<file path="config.mk">
export PLATFORM = sky130hd
export DESIGN_NAME = panel_input
export DESIGN_NICKNAME = d
export VERILOG_FILES = /design/src/rtl/panel_input.sv
export SDC_FILE = /design/constraint.sdc
export NUM_CORES = 1
export LEC_CHECK = 0
export CORE_ASPECT_RATIO = 0.7
export CORE_MARGIN = 2
export CORE_UTILIZATION = 40
export DETAILED_ROUTE_END_ITERATION = 6
export GPL_ROUTABILITY_DRIVEN = 0
export PLACE_DENSITY_LB_ADDON = 0.3
export SKIP_CTS_REPAIR_TIMING = 1
export SLEW_MARGIN = 20
export SYNTH_ARGS = -nofsm -noshare
export SYNTH_HDL_FRONTEND = slang
export SYNTH_SLANG_ARGS = --single-unit
</file>
<file path="constraint.sdc">
create_clock -name clk -period 2.2 [get_ports clk]
set_clock_uncertainty 0.1 [all_clocks]
set_input_delay 0.33 -clock clk [delete_from_list [all_inputs] [get_ports clk]]
set_output_delay 0.33 -clock clk [all_outputs]
set_load 0.1 [all_outputs]
</file>
<file path="src/rtl/panel_input.sv">
// panel_input: synchronises, debounces and edge-detects board buttons,
// then derives the single-step clock and the display-select counter.
module panel_input #(
   parameter int          NBTN       = 6,
   parameter int          DEB_CYCLES = 1000000,
   parameter int          CNT_W      = 20,
   parameter int          STEP_IDX   = 1,
   parameter int          SEL_IDX    = 5,
   parameter logic [2:0]  SEL_MAX    = 3'd7
) (
   input  logic            clk,
   input  logic            rst,
   input  logic [NBTN-1:0] swb_raw,
   input  logic [31:0]     sw_raw,
   output logic [31:0]     sw_sync,
   output logic [NBTN-1:0] btn_level,
   output logic [NBTN-1:0] btn_pulse,
   output logic            step_clk,
   output logic [15:0]     step_cnt,
   output logic [2:0]      sel
);

   localparam logic [CNT_W-1:0] CNT_TOP = CNT_W'(DEB_CYCLES - 1);

   logic [31:0]     sw_s1;
   logic [NBTN-1:0] b_s1;
   logic [NBTN-1:0] b_s2;

   always_ff @(posedge clk or negedge rst) begin
      if (!rst) begin
         sw_s1   <= '0;
         sw_sync <= '0;
         b_s1    <= '0;
         b_s2    <= '0;
      end else begin
         sw_s1   <= sw_raw;
         sw_sync <= sw_s1;
         b_s1    <= swb_raw;
         b_s2    <= b_s1;
      end
   end

   for (genvar i = 0; i < NBTN; i++) begin : g_deb
      logic [CNT_W-1:0] cnt;
      logic             lvl_q;
      logic             pul_q;

      // pulse is set on the same edge the level rises, so both read 1 together
      always_ff @(posedge clk or negedge rst) begin
         if (!rst) begin
            cnt   <= '0;
            lvl_q <= 1'b0;
            pul_q <= 1'b0;
         end else begin
            pul_q <= 1'b0;
            if (b_s2[i] == lvl_q) begin
               cnt <= '0;
            end else if (cnt == CNT_TOP) begin
               lvl_q <= b_s2[i];
               pul_q <= b_s2[i];
               cnt   <= '0;
            end else begin
               cnt <= cnt + CNT_W'(1);
            end
         end
      end

      assign btn_level[i] = lvl_q;
      assign btn_pulse[i] = pul_q;
   end

   always_ff @(posedge clk or negedge rst) begin
      if (!rst) begin
         step_clk <= 1'b0;
         step_cnt <= '0;
         sel      <= '0;
      end else begin
         if (btn_pulse[STEP_IDX]) begin
            step_clk <= ~step_clk;
            step_cnt <= step_cnt + 16'd1;
         end
         if (btn_pulse[SEL_IDX]) begin
            sel <= (sel >= SEL_MAX) ? 3'd0 : sel + 3'd1;
         end
      end
   end

endmodule

</file>
==> reports/summary.txt <==
Reg area: 5710 um2
H-tree levels: 1
n_diodes: 0
Clock Sinks: 228
routed len/inst: 14.4 um
crit path kind: reg -> reg
Slew HR: 60.6%
placed cells: 1,222
worst r2r src: g_deb[3].cnt[7]$_DFF_PN0_
post-route ant nets: 0
PD cells: 759 nW/um2
measured slew at the worst slew-check pin: 0.586 ns
dominant cell type by area after synthesis: dfrtp_1
Arr. time, crit path: 2.34 ns
FILL cells: 2,018
Skew-Pair Late Insertion Delay: 0.50 ns
initial antenna violation count: 0
Clock transition at path regs: 0.06 ns
DR iter-0 viols: 320
crit-path max FO: 8
vias in the first global route: 6,083
Worst Reg-to-Reg Cells: 4
Final Hold Violating Endpoints: 0
Yosys cell types: 48
Synth area leaders: dfrtp_1 61%, xnor2_1 5.5%, nor2_1 3.6%
DRC Markers: 0
syn nets: 863
Layout Area Growth over Synthesis: 22.0%
Vias: 6,351
status: complete, no violations
CTS max path bufs: 3
worst min path class: in -> reg
Simple-Gate Fraction of Synth Area: 20.7%
largest net degree at the start of global routing: 57
Non-Filler Instances: 1,263
commonest non-fill, non-tap cell in the layout: dfrtp_1
number of CTS-inserted buffers: 23
Setup TNS Final: 0 ns
Setup crit start kind: register
mux cell area share after synthesis: 1.08%
final worst path period need: 2.01 ns
Die H: 132 um
Initial DRT Pass Iterations: 5
Post-Synthesis Cell Area: 9390 um2
# nets final: 986
global route overflow: 0
FF-to-FF setup slack: 0.19 ns
area of the core: 22,800 um2
Synth top area share: 60.8%
Critical Path RT: 2.52 ns
io pins: 104
Cells after Synth: 814
syn avg cell area: 11.5 um2
most frequent cells in the layout: 225 x dfrtp_1, 89 x nor2_1, 83 x buf_4
unrepaired setup endpoints after global routing: no
YS warnings: 0
total track usage: 14.8%
Critical Path End Type: register
clk root buf: clkbuf_16
hold_sp: sw_raw[16]
post-synthesis compound-gate area fraction: 4.86%
share of cells above drive strength 1: 16.1%
Initial Util: 41.1%
site row count: 46
# port buffers: 103
main combinational cell family by area after synthesis: simple AND/OR/NAND/NOR gates
DRT Wirelength: 18,100 um
fmax: 497 MHz
DIE AREA: 24,700 um2
Hold Path Stages: 1
HPWL Detailed: 12,500 um
first-pass GRT wire length: 30,900 um
FF+latch count, synth: 228
Horiz. Die Dim: 187 um
capturing point of the worst reg2reg path: g_deb[3].cnt[17]$_DFF_PN0_
CTS tree: yes
XOR/XNOR share of the synthesized area: 9.05%
VDD IR max: 0.000566 V
Hold Path End: sw_s1[16]$_DFF_PN0_
multi-input logic area: 3470 um2
post-layout total power: 8.69 mW
Max Cap Viol: 0
Slew Viols, Final: 0
vias per cell: 5.03
adder-cell share of the synthesized area: 1.20%
Leak: 4.92 nW
final setup fails: 0
Final period util: 91.5%
register area share after synthesis: 60.8%
[worst max path at each step]
stage | start | end
after detailed placement | g_deb[2].cnt[0]$_DFF_PN0_ | g_deb[2].cnt[18]$_DFF_PN0_
final | g_deb[3].cnt[7]$_DFF_PN0_ | g_deb[3].cnt[17]$_DFF_PN0_
after CTS | g_deb[2].cnt[0]$_DFF_PN0_ | g_deb[2].cnt[18]$_DFF_PN0_
after floorplan | step_cnt[0]$_DFFE_PN0P_ | step_cnt[12]$_DFFE_PN0P_
after global routing | g_deb[3].cnt[7]$_DFF_PN0_ | g_deb[3].cnt[18]$_DFF_PN0_
after global placement | g_deb[2].cnt[0]$_DFF_PN0_ | g_deb[2].cnt[18]$_DFF_PN0_
[critical path, cell delays in order (launching register included)]
cell and delay [ns]:
dfrtp_1 0.45, nand4_2 0.20, or3_1 0.52, or4b_1 0.53
a21oi_1 0.14
[synth_stat cells, drive strengths merged]
master   count
xor2        38
inv         17
or3b         1
and3b        2
and2         3
nor4b        6
a21oi       33
nor3        16
nand2       38
xnor2       59
and3        27
and4         8
or4b         3
or3         13
or2          3
o21ai       19
dfrtp      228
o31ai       14
clkbuf      12
nand3b       2
nor4        22
nand4       35
a21bo        2
o41ai        2
nand4b       8
and2b        1
or4         17
nor2b        1
buf         16
nand2b       1
nand4bb      2
nor2        89
mux2         9
nor3b        4
nor4bb       1
ha           9
a31o         3
nand3       50
[final cells by class]
class,count,area share [%]
Clock inverter,8,0.841
Sequential cell,228,49.8
Timing Repair Buffer,126,9.50
Multi-Input combinational cell,541,30.3
Tap cell,312,3.41
Inverter,17,0.557
Clock buffer,31,5.55
[registers in the layout, summed over array words and instances, names as in the netlist]
name / cells
step_clk: 1
step_cnt: 16
g_deb.pul_q: 6
b_s1: 6
g_deb.lvl_q: 6
sw_sync: 32
sel: 3
sw_s1: 32
b_s2: 6
g_deb.cnt: 120
[report_power, final]
group | switching (mW) | internal, mW
sequential | 0.0528 | 4.29
clock | 1.55 | 2.25
combinational | 0.391 | 0.155
total | 1.99 | 6.70
[metal layers]
layer | wire length [um] | up-vias | GRT usage, % | part of all wire (%)
met3 | 749 | 26 | 2.58 | 4.1
met4 | 337 | 0 | 3.44 | 1.9
met1 | 9540 | 3078 | 23.5 | 53
met5 | 0 | - | 0 | 0
li1 | - | 3134 | - | -
met2 | 7510 | 113 | 20.9 | 41
[metrics by stage]
stage / hold slack (ns) / setup slack, ns / cell area, um2 / util, %
floorplan: -0.0656 / 0.0368 / 9390 / -
global placement: 0.143 / 0.118 / 10700 / 46.8
detailed placement: 0.140 / 0.0751 / 10700 / 46.8
CTS: -0.392 / 0.0622 / 11400 / 50.0
global route: 0.144 / 0.0763 / 11500 / 50.1
finish: 0.165 / 0.187 / 11500 / 50.1
[kinds of logic after synthesis]
| family | count (synthesis) |
|---|---|
| muxes | 9 |
| AOI/OAI and AO/OA | 73 |
| xor gates and xnor gates | 97 |
| DFF | 228 |
| and+or+nand+nor | 353 |
| buffers and inverters | 45 |
| adders and majority gates | 9 |
Note: power is estimated with default switching activity, not from simulation.
